## src/rtl/psum_fifo_ctrl_if.sv

```systemverilog
// ============================================================================
//  Module   : psum_fifo_ctrl_if
//  Purpose  : Job control, adder-tree feedback and final-sum bus for psum_fifo_ctrl.
//  Revision : 1.0 - initial release
// ============================================================================
`default_nettype none

interface psum_fifo_ctrl_if #(
    parameter int DATA_WIDTH = 25,
    parameter int ADDR_WIDTH = 6,
    parameter int PASS_WIDTH = 8
) ();
    logic                  start;
    logic [ADDR_WIDTH:0]   cfg_len;
    logic [PASS_WIDTH-1:0] cfg_pass;
    logic                  in_valid;
    logic [DATA_WIDTH-1:0] sum_in;
    logic [DATA_WIDTH-1:0] fifo_data;
    logic                  out_valid;
    logic [DATA_WIDTH-1:0] out_data;
    logic                  busy;
    logic                  done;

    // master: the sequencer / adder tree side
    modport master (
        output start, cfg_len, cfg_pass, in_valid, sum_in,
        input  fifo_data, out_valid, out_data, busy, done
    );

    modport slave (
        input  start, cfg_len, cfg_pass, in_valid, sum_in,
        output fifo_data, out_valid, out_data, busy, done
    );
endinterface

`default_nettype wire

```

## src/rtl/psum_fifo_ctrl.sv

```systemverilog
// ============================================================================
//  Module   : psum_fifo_ctrl
//  Purpose  : Partial-sum feedback buffer for the 3-stage psum adder tree.
//  Revision : 1.0 - initial release
// ============================================================================
`default_nettype none

module psum_fifo_ctrl #(
    parameter int DATA_WIDTH = 25,
    parameter int DEPTH      = 64,
    parameter int ADDR_WIDTH = 6,
    parameter int PASS_WIDTH = 8
) (
    input  wire logic       clk,
    input  wire logic       rst_n,
    psum_fifo_ctrl_if.slave bus
);

    localparam int CNT_WIDTH = ADDR_WIDTH + 1 + PASS_WIDTH;

    typedef enum logic [1:0] {
        S_IDLE  = 2'd0,
        S_RUN   = 2'd1,
        S_DRAIN = 2'd2
    } state_t;

    state_t                r_state;
    logic [ADDR_WIDTH:0]   r_len;
    logic [PASS_WIDTH-1:0] r_pass;
    logic [CNT_WIDTH-1:0]  r_total;
    logic [CNT_WIDTH-1:0]  r_acc_cnt;
    logic [2:0]            r_vld;
    logic [ADDR_WIDTH-1:0] r_rd_addr;
    logic [ADDR_WIDTH-1:0] r_wr_addr;
    logic [PASS_WIDTH-1:0] r_rd_pass;
    logic [PASS_WIDTH-1:0] r_wr_pass;
    logic                  r_out_valid;
    logic [DATA_WIDTH-1:0] r_out_data;
    logic                  r_done;
    logic                  r_busy;
    logic [DATA_WIDTH-1:0] r_mem [DEPTH];

    logic [ADDR_WIDTH:0]   w_cfg_len;
    logic [PASS_WIDTH-1:0] w_cfg_pass;
    logic [CNT_WIDTH-1:0]  w_cfg_total;
    logic                  w_start;
    logic                  w_accept;
    logic                  w_rd_en;
    logic                  w_wr_en;
    logic [ADDR_WIDTH-1:0] w_last_addr;
    logic [PASS_WIDTH-1:0] w_final_pass;
    logic                  w_wr_final;
    logic                  w_wr_mem;
    logic                  w_bypass;
    logic [DATA_WIDTH-1:0] w_fifo_data;

    // Zero length / zero pass configurations behave as 1
    assign w_cfg_len    = (bus.cfg_len  == '0) ? (ADDR_WIDTH+1)'(1) : bus.cfg_len;
    assign w_cfg_pass   = (bus.cfg_pass == '0) ? PASS_WIDTH'(1)     : bus.cfg_pass;
    assign w_cfg_total  = CNT_WIDTH'(w_cfg_len) * CNT_WIDTH'(w_cfg_pass);

    // r_busy stays high through the done cycle, so a start there is also ignored
    assign w_start      = bus.start && (r_state == S_IDLE) && !r_busy;
    assign w_accept     = bus.in_valid &&
                          (w_start || ((r_state == S_RUN) && (r_acc_cnt < r_total)));

    assign w_rd_en      = r_vld[1];
    assign w_wr_en      = r_vld[2];
    assign w_last_addr  = ADDR_WIDTH'(r_len - (ADDR_WIDTH+1)'(1));
    assign w_final_pass = r_pass - PASS_WIDTH'(1);
    assign w_wr_final   = w_wr_en && (r_wr_pass == w_final_pass);
    assign w_wr_mem     = w_wr_en && (r_wr_pass <  w_final_pass);

    // A sum being written this cycle is the very operand being read (len == 1)
    assign w_bypass     = w_wr_en && (r_wr_addr == r_rd_addr) && (r_wr_pass != w_final_pass);

    always_comb begin
        w_fifo_data = '0;
        if (w_rd_en && (r_rd_pass != '0)) begin
            if (w_bypass) begin
                w_fifo_data = bus.sum_in;
            end else begin
                w_fifo_data = r_mem[r_rd_addr];
            end
        end
    end

    always_ff @(posedge clk) begin
        if (w_wr_mem) begin
            r_mem[r_wr_addr] <= bus.sum_in;
        end
    end

    always_ff @(posedge clk or negedge rst_n) begin
        if (!rst_n) begin
            r_state     <= S_IDLE;
            r_len       <= '0;
            r_pass      <= '0;
            r_total     <= '0;
            r_acc_cnt   <= '0;
            r_vld       <= '0;
            r_rd_addr   <= '0;
            r_wr_addr   <= '0;
            r_rd_pass   <= '0;
            r_wr_pass   <= '0;
            r_out_valid <= 1'b0;
            r_out_data  <= '0;
            r_done      <= 1'b0;
            r_busy      <= 1'b0;
        end else begin
            r_out_valid <= 1'b0;
            r_done      <= 1'b0;
            r_vld       <= {r_vld[1:0], w_accept};

            if (w_rd_en) begin
                if (r_rd_addr == w_last_addr) begin
                    r_rd_addr <= '0;
                    r_rd_pass <= r_rd_pass + PASS_WIDTH'(1);
                end else begin
                    r_rd_addr <= r_rd_addr + ADDR_WIDTH'(1);
                end
            end

            if (w_wr_en) begin
                if (r_wr_addr == w_last_addr) begin
                    r_wr_addr <= '0;
                    r_wr_pass <= r_wr_pass + PASS_WIDTH'(1);
                end else begin
                    r_wr_addr <= r_wr_addr + ADDR_WIDTH'(1);
                end
            end

            if (w_wr_final) begin
                r_out_valid <= 1'b1;
                r_out_data  <= bus.sum_in;
            end

            case (r_state)
                S_IDLE: begin
                    r_busy <= 1'b0;
                    if (w_start) begin
                        r_len     <= w_cfg_len;
                        r_pass    <= w_cfg_pass;
                        r_total   <= w_cfg_total;
                        r_acc_cnt <= CNT_WIDTH'(w_accept);
                        r_vld     <= {2'b00, w_accept};
                        r_rd_addr <= '0;
                        r_wr_addr <= '0;
                        r_rd_pass <= '0;
                        r_wr_pass <= '0;
                        r_busy    <= 1'b1;
                        r_state   <= (w_accept && (w_cfg_total == CNT_WIDTH'(1))) ? S_DRAIN : S_RUN;
                    end
                end
                S_RUN: begin
                    if (w_accept) begin
                        r_acc_cnt <= r_acc_cnt + CNT_WIDTH'(1);
                        if ((r_acc_cnt + CNT_WIDTH'(1)) == r_total) begin
                            r_state <= S_DRAIN;
                        end
                    end
                end
                S_DRAIN: begin
                    if (w_wr_final && (r_wr_addr == w_last_addr)) begin
                        r_done  <= 1'b1;
                        r_state <= S_IDLE;
                    end
                end
                default: begin
                    r_state <= S_IDLE;
                end
            endcase
        end
    end

    assign bus.fifo_data = w_fifo_data;
    assign bus.out_valid = r_out_valid;
    assign bus.out_data  = r_out_data;
    assign bus.busy      = r_busy;
    assign bus.done      = r_done;

endmodule

`default_nettype wire

```

## src/flat_wrapper.sv

```systemverilog
// flat-port wrapper written by rule: the top's interface ports become plain ports
module psum_fifo_ctrl_flat 
#(
    parameter int DATA_WIDTH = 25,
    parameter int DEPTH      = 64,
    parameter int ADDR_WIDTH = 6,
    parameter int PASS_WIDTH = 8
)
  (clk, rst_n, bus_start, bus_cfg_len, bus_cfg_pass, bus_in_valid, bus_sum_in, bus_fifo_data, bus_out_valid, bus_out_data, bus_busy, bus_done);
  psum_fifo_ctrl_if #(.DATA_WIDTH(DATA_WIDTH), .ADDR_WIDTH(ADDR_WIDTH), .PASS_WIDTH(PASS_WIDTH)) bus_i ();
  input  wire logic clk;
  input  wire logic rst_n;
  input wire logic [$bits(bus_i.start)-1:0] bus_start;
  input wire logic [$bits(bus_i.cfg_len)-1:0] bus_cfg_len;
  input wire logic [$bits(bus_i.cfg_pass)-1:0] bus_cfg_pass;
  input wire logic [$bits(bus_i.in_valid)-1:0] bus_in_valid;
  input wire logic [$bits(bus_i.sum_in)-1:0] bus_sum_in;
  output wire logic [$bits(bus_i.fifo_data)-1:0] bus_fifo_data;
  output wire logic [$bits(bus_i.out_valid)-1:0] bus_out_valid;
  output wire logic [$bits(bus_i.out_data)-1:0] bus_out_data;
  output wire logic [$bits(bus_i.busy)-1:0] bus_busy;
  output wire logic [$bits(bus_i.done)-1:0] bus_done;
  assign bus_i.start = bus_start;
  assign bus_i.cfg_len = bus_cfg_len;
  assign bus_i.cfg_pass = bus_cfg_pass;
  assign bus_i.in_valid = bus_in_valid;
  assign bus_i.sum_in = bus_sum_in;
  assign bus_fifo_data = bus_i.fifo_data;
  assign bus_out_valid = bus_i.out_valid;
  assign bus_out_data = bus_i.out_data;
  assign bus_busy = bus_i.busy;
  assign bus_done = bus_i.done;
  psum_fifo_ctrl #(.DATA_WIDTH(DATA_WIDTH), .DEPTH(DEPTH), .ADDR_WIDTH(ADDR_WIDTH), .PASS_WIDTH(PASS_WIDTH)) u_core (.clk(clk), .rst_n(rst_n), .bus(bus_i));
endmodule
```

## config.mk

```make
export PLATFORM = sky130hd
export DESIGN_NAME = psum_fifo_ctrl_flat
export DESIGN_NICKNAME = d
export VERILOG_FILES = /design/src/rtl/psum_fifo_ctrl_if.sv /design/src/rtl/psum_fifo_ctrl.sv /design/src/flat_wrapper.sv
export SDC_FILE = /design/constraint.sdc
export NUM_CORES = 2
export LEC_CHECK = 0
export CORE_MARGIN = 4
export CORE_UTILIZATION = 70
export CTS_BUF_LIST = sky130_fd_sc_hd__clkbuf_4
export CTS_CLUSTER_SIZE = 30
export DETAILED_ROUTE_END_ITERATION = 8
export GPL_ROUTABILITY_DRIVEN = 0
export MAX_ROUTING_LAYER = met4
export PLACE_DENSITY = 0.89
export SLEW_MARGIN = 20
export SYNTH_ARGS = -nofsm -noshare
export SYNTH_HDL_FRONTEND = slang
export SYNTH_SLANG_ARGS = --single-unit
```

## constraint.sdc

```tcl
create_clock -name clk -period 8.85 [get_ports clk]
set_input_delay 1.77 -clock clk [delete_from_list [all_inputs] [get_ports clk]]
set_output_delay 1.77 -clock clk [all_outputs]
set_load 0.01 [all_outputs]
```

Word-level counts from Yosys, hierarchy flattened:

Memory sizes are Yosys's and may differ from the RTL's.
Cells that the tools add are included.

* reductions and logical operators: 21
* multiply operators: 1
* eq/ne operators: 13
* magnitude comparators: 2
* muxes and demuxes: 37
* $add $sub $neg: 7

Operators by type and width (number)
* $mux 8: 9
* $mux 25: 2
* $mux 6: 8
* $mux 15: 2
* $pmux 15 s2: 1
* $eq 6x6->1: 3
* $add 8x1->8 const B: 2
* $add 15x1->15 const B: 1
* $eq 15x1->1 const B: 1
* $eq 15x15->1: 1
* $lt 15x15->1: 1
* $mul 7x8->15: 1
* $add 6x1->6 const B: 2
* $logic_and 1x1->1: 11
* $mux 2: 5
* $eq 8x8->1: 1
* $logic_not 8->1: 1
* $lt 8x8->1: 1
* $ne 8x8->1: 1
* $reduce_bool 8->1: 1
* $sub 8x1->8 const B: 1
* $logic_not 7->1: 1
* $mux 7: 1
* $mux 1: 6
* 14 further kinds: 17

* register bits: 105
* bits in writable memories: 1600
* output and inout bits: 53
* input port bits: 44
* memories kept: 1
* logic and storage cells: 96

Memories
* u_core.r_mem: depth 64, width 25, rd ports 1, clocked after memory_dff 0, write ports 1, line psum_fifo_ctrl.sv:41 `logic [DATA_WIDTH-1:0] r_mem [DEPTH];`

Depth between registers and ports, before layout:

* depth in word-level cells: 9
* gate-level depth with buffers: 19
* gate-level depth less buffers: 19

Worst setup path before layout:

No wires, ideal clock.

* path type: input -> register
* from: in bus_cfg_pass[1]
* to: reg u_core.r_state[0]
* buffers on the path: 0
* slack: 2.734 ns
* arrival time: 5.997 ns
* data required time: 8.731 ns
* stages: 18
* library setup time: 0.119 ns
* path through: nor4_1 -> a21oi_1 -> nand2b_1 -> fa_1 -> fa_1 -> inv_1 -> fa_1 -> inv_1 -> fa_1 -> inv_1 -> ha_1 -> o21ai_0 -> o21ai_0 -> a41oi_1 -> xor2_1 -> a21boi_0 -> a41oi_1 -> o21ba_1

* word-level cells in the longest chain between the ends: 8

RTL lines
* from (decl): line flat_wrapper.sv:15 `input wire logic [$bits(bus_i.cfg_pass)-1:0] bus_cfg_pass;`
* $logic_not 8->1: line psum_fifo_ctrl.sv:59 `assign w_cfg_pass = (bus.cfg_pass == '0) ? PASS_WIDTH'(1) : bus.cfg_pass;`
* $mux 8 (*): line psum_fifo_ctrl.sv:59
* $mul 7x8->15 (*): line psum_fifo_ctrl.sv:60 `assign w_cfg_total = CNT_WIDTH'(w_cfg_len) * CNT_WIDTH'(w_cfg_pass);`
* $eq 15x1->1 (*): line psum_fifo_ctrl.sv:152 `r_state <= (w_accept && (w_cfg_total == CNT_WIDTH'(1))) ? S_DRAIN : S_RUN;`
* $logic_and 1x1->1 (*): line psum_fifo_ctrl.sv:152
* $mux 2 (*): line psum_fifo_ctrl.sv:152
* $mux 2 (*): line psum_fifo_ctrl.sv:141 `if (w_start) begin`
* $pmux 2 s3 (*): line psum_fifo_ctrl.sv:138 `case (r_state)`
* to (signal assigned): line psum_fifo_ctrl.sv:152
* to (decl): line psum_fifo_ctrl.sv:27 `state_t r_state;`

Every way passes the cells marked *; elsewhere a longest branch is shown, timed or not. The select of a mux whose other input is x is not followed.
A chain may end at the register's enable or synchronous reset.

Worst setup path after layout:

* from: reg u_core.r_rd_addr[0]
* to: out bus_fifo_data[18]

* word-level cells in the longest chain between the ends: 5
* elaborated cells between the ends (all ways): 6
* those cells by class: 1 x eq/ne; 2 x mux; 2 x reduce/logical; 1 x memory

RTL lines
* from (decl): line psum_fifo_ctrl.sv:33 `logic [ADDR_WIDTH-1:0] r_rd_addr;`
* from (signal assigned): line psum_fifo_ctrl.sv:120 `r_rd_addr <= r_rd_addr + ADDR_WIDTH'(1);`
* parallel branches: the longest is 3 deep, another holds $mem_v2 64x25
* $mux 25 (*): line psum_fifo_ctrl.sv:80 `if (w_bypass) begin`
* $mux 25 (*): line psum_fifo_ctrl.sv:79 `if (w_rd_en && (r_rd_pass != '0)) begin`
* to (decl): line flat_wrapper.sv:18 `output wire logic [$bits(bus_i.fifo_data)-1:0] bus_fifo_data;`

Mark *: on every way between the ends.

==> results_dict.tcl <==
set metrics [dict create \
    avgSynthCellArea_um2 21.2 \
    skew_ns 0.159 \
    core_area_um2 98100 \
    grt_remaining_overflow 0 \
    comb_power_share_pct 30.9 \
    drc 0 \
    status "completed" \
    async_flop_share_pct 6.16 \
    drv_cap 0 \
    power.net_switching_w 0.00782 \
    die_h_um 322 \
    drt-vias-per-instance 7.61 \
    hold_class "input port to async pin" \
    pwr-share-clk_pct 27.8 \
    crit_type "flop to output port" \
    dpl_cell_area_um2 72500 \
    cts_max_level 5 \
    reg2reg_to "u_core.r_mem[24][24]$_DFFE_PP_" \
    critPathMaxFanout 62 \
    portBuffers 96 \
    cts_tree "built" \
    cts_made_buffers 408 \
    grt_usage_pct 40.4 \
    ys_warn_count 0 \
    antenna_found_initial 15 \
    hold_viol 0 \
    crit_path_start_kind "flop" \
    arrival_ns 5.87 \
    grt_max_degree 156 \
    route.vias.total 40200 \
    rsz0062_at_grt "false" \
    synth.most_common_cell "edfxtp_1" \
    fp.dieArea_um2 104000 \
    slew_violations 0 \
    timing.final.crit_period_ns 7.64 \
    drt_first_pass_iters 7 \
    final_util_pct 79.1 \
    cts_resized 0 \
    cts-root-buf "clkbuf_4" \
    ios 97 \
    fmax_ghz 0.131 \
    synth.cell_area_um2 69200 \
    dpl.hpwl_um 103000 \
    fin_total_pwr_w 0.0232 \
    rows 115 \
    clockBufferDepth 4 \
    setup_viol 0 \
    ys_ff_latch 1705 \
    worstPathRequired_ns 7.08 \
    worst_slew_pin_slew_ns 1.21 \
    place_inst 4579 \
    timing.final.crit_share_pct 86.3 \
    drtAntennaViolNets 0 \
    swShare_pct 33.8 \
    synth_edf_count 1600 \
    clock-sinks 1705 \
    p_leak_nw 25.4 \
    grt_first_pass_wirelength_um 283000 \
    final_area_um2 77600 \
    synth_top_flop_cell "edfxtp_1" \
    r2r_start "u_core.r_pass[0]$_DFFE_PN0P_" \
    synthCells 3266 \
    wl_um 205000 \
    die_w_um 322 \
    ys_top_cells_by_area "edfxtp_1 69%, mux4_2 16%, dfrtp_1 3.8%, ha_1 1.2%, fa_1 0.84%" \
    post_drt_wl_per_cell_um 38.9 \
    final_cells 5283 \
    slew_headroom_pct 19.1 \
    seqPwrFrac_pct 41.3 \
    grt_pass1_vias 40700 \
    areaGrowthSynthToFinish_pct 12.2 \
    internal_power_w 0.0153 \
    initial_core_util_pct 70.5 \
    synthTopCellsByCount "1600 x edfxtp_1, 500 x mux4_2, 105 x dfrtp_1" \
    drive_gt1_share_pct 34.4 \
    worstRegToRegCells 11 \
    yosysUniqueCellTypes 67 \
    synth_fp_nets 3403 \
    r2r_slack_ns 4.56 \
    peakVddDrop_v 0.000329 \
    clock_latency_ns 1.35 \
    postCtsSetupBuffers 0 \
    power_density_nw_per_um2 299 \
    yosys.area.top_type "edfxtp_1" \
    endpoint_kind "output port" \
    cts_hold_buf 0 \
    finalSetupTns_ns 0 \
    fin_nets 3843 \
    seq_area_frac_synth_pct 73.3 \
    drtIter0Drc 8110 \
    yosys.area.top_type_share_pct 69.5 \
    path_clk_slew_ns 0.08 \
]
critical path, stage by stage (launching register included):
cell and delay [ns]:
dfrtp_4 0.99, buf_12 0.50, xnor2_1 0.23, nand4_1 0.21, nor3_2 0.22, buf_4 0.38, nand2b_1 0.93, o21ai_1 0.43
clkdlybuf4s50_1 0.61
power by group through the flow:
stage	clock (W)	sequential, W	combinational [W]
floorplan	0	0.00944	0.00462
global placement	0	0.00964	0.00633
detailed placement	0	0.00969	0.00674
CTS	0.00639	0.00952	0.00690
global route	0.00694	0.00957	0.00734
finish	0.00645	0.00956	0.00716
registers in the layout, indices dropped and copies added, names as in the netlist:
name,count
u_core.r_mem,1600
u_core.bus.out_data,25
u_core.r_acc_cnt,15
u_core.r_total,15
u_core.r_pass,8
u_core.r_rd_pass,8
u_core.r_wr_pass,8
u_core.r_len,6
u_core.r_rd_addr,6
u_core.r_wr_addr,6
u_core.r_vld,3
u_core.r_state,2
u_core.bus.busy,1
u_core.bus.done,1
u_core.bus.out_valid,1
metal layers:
metal  share of wire [%]  vias up  global-route usage, %  wire length, um
met5                   0        -                      -                0
met4                 7.8        0                   24.4            16000
met3                  14      952                   11.8            29100
met2                  49     4579                   61.9            99700
met1                  30    20000                   48.4            60600
li1                    -    14700                      -                -
area by class of cell:
class | instances | area, um^2
inverters | 59 | 226
repair buffers | 210 | 1890
flip-flops and latches | 1705 | 50700
clock inverters | 102 | 543
multi-input cells | 1322 | 18200
well taps | 1287 | 1610
diodes | 13 | 32.5
clock buffers | 585 | 4390
fillers | 4419 | 20500
cells in the final DEF, fill, tap and decap left out, drive strengths merged, types with 25 or more instances in the layout:
master         count
o21ai             74
and2              42
nor2              61
nand2             92
a21oi             26
a221oi            27
nand3             51
clkinv            91
mux2              25
mux4             500
dfrtp            105
nor3              25
a22o              26
clkdlybuf4s50     70
ha                64
inv               63
xnor2             41
a211oi            60
buf              140
xor2              25
clkbuf           585
fa                29
edfxtp          1600
cells by family (layout without fill, tap and decap cells):
| group | Yosys count | in the layout | synth area share [%] |
|---|---|---|---|
| AOI/OAI and AO/OA | 259 | 259 | 2.57 |
| xor gates and xnor gates | 72 | 72 | 1.03 |
| adders and majority gates | 93 | 93 | 2.00 |
| buffers and inverters | 239 | 956 | 1.61 |
| DFF | 1705 | 1705 | 73.3 |
| muxes | 528 | 528 | 16.7 |
| other | 0 | 13 | 0 |
| and+or+nand+nor | 370 | 370 | 2.77 |
worst max-delay path by stage:
stage,end,cells after the start,slack (ns),from
after floorplan,u_core.r_state[0]$_DFFE_PN0P_,18,2.73,bus_cfg_pass[1]
after global placement,u_core.r_state[0]$_DFFE_PN0P_,19,1.76,bus_cfg_pass[5]
after detailed placement,u_core.r_state[0]$_DFFE_PN0P_,19,1.40,bus_cfg_pass[5]
after CTS,bus_fifo_data[18],8,1.26,u_core.r_rd_addr[0]$_DFF_PN0_
after global routing,bus_fifo_data[18],8,1.02,u_core.r_rd_addr[0]$_DFF_PN0_
final,bus_fifo_data[18],8,1.21,u_core.r_rd_addr[0]$_DFF_PN0_
metrics by stage:
stage,setup WS (ns),hold WS [ns]
after global routing,1.02,0.382
after floorplan,2.73,0.428
final,1.21,0.406
after detailed placement,1.40,0.469
after global placement,1.76,0.440
after CTS,1.26,0.317
Note: power is estimated with default switching activity, not from simulation.
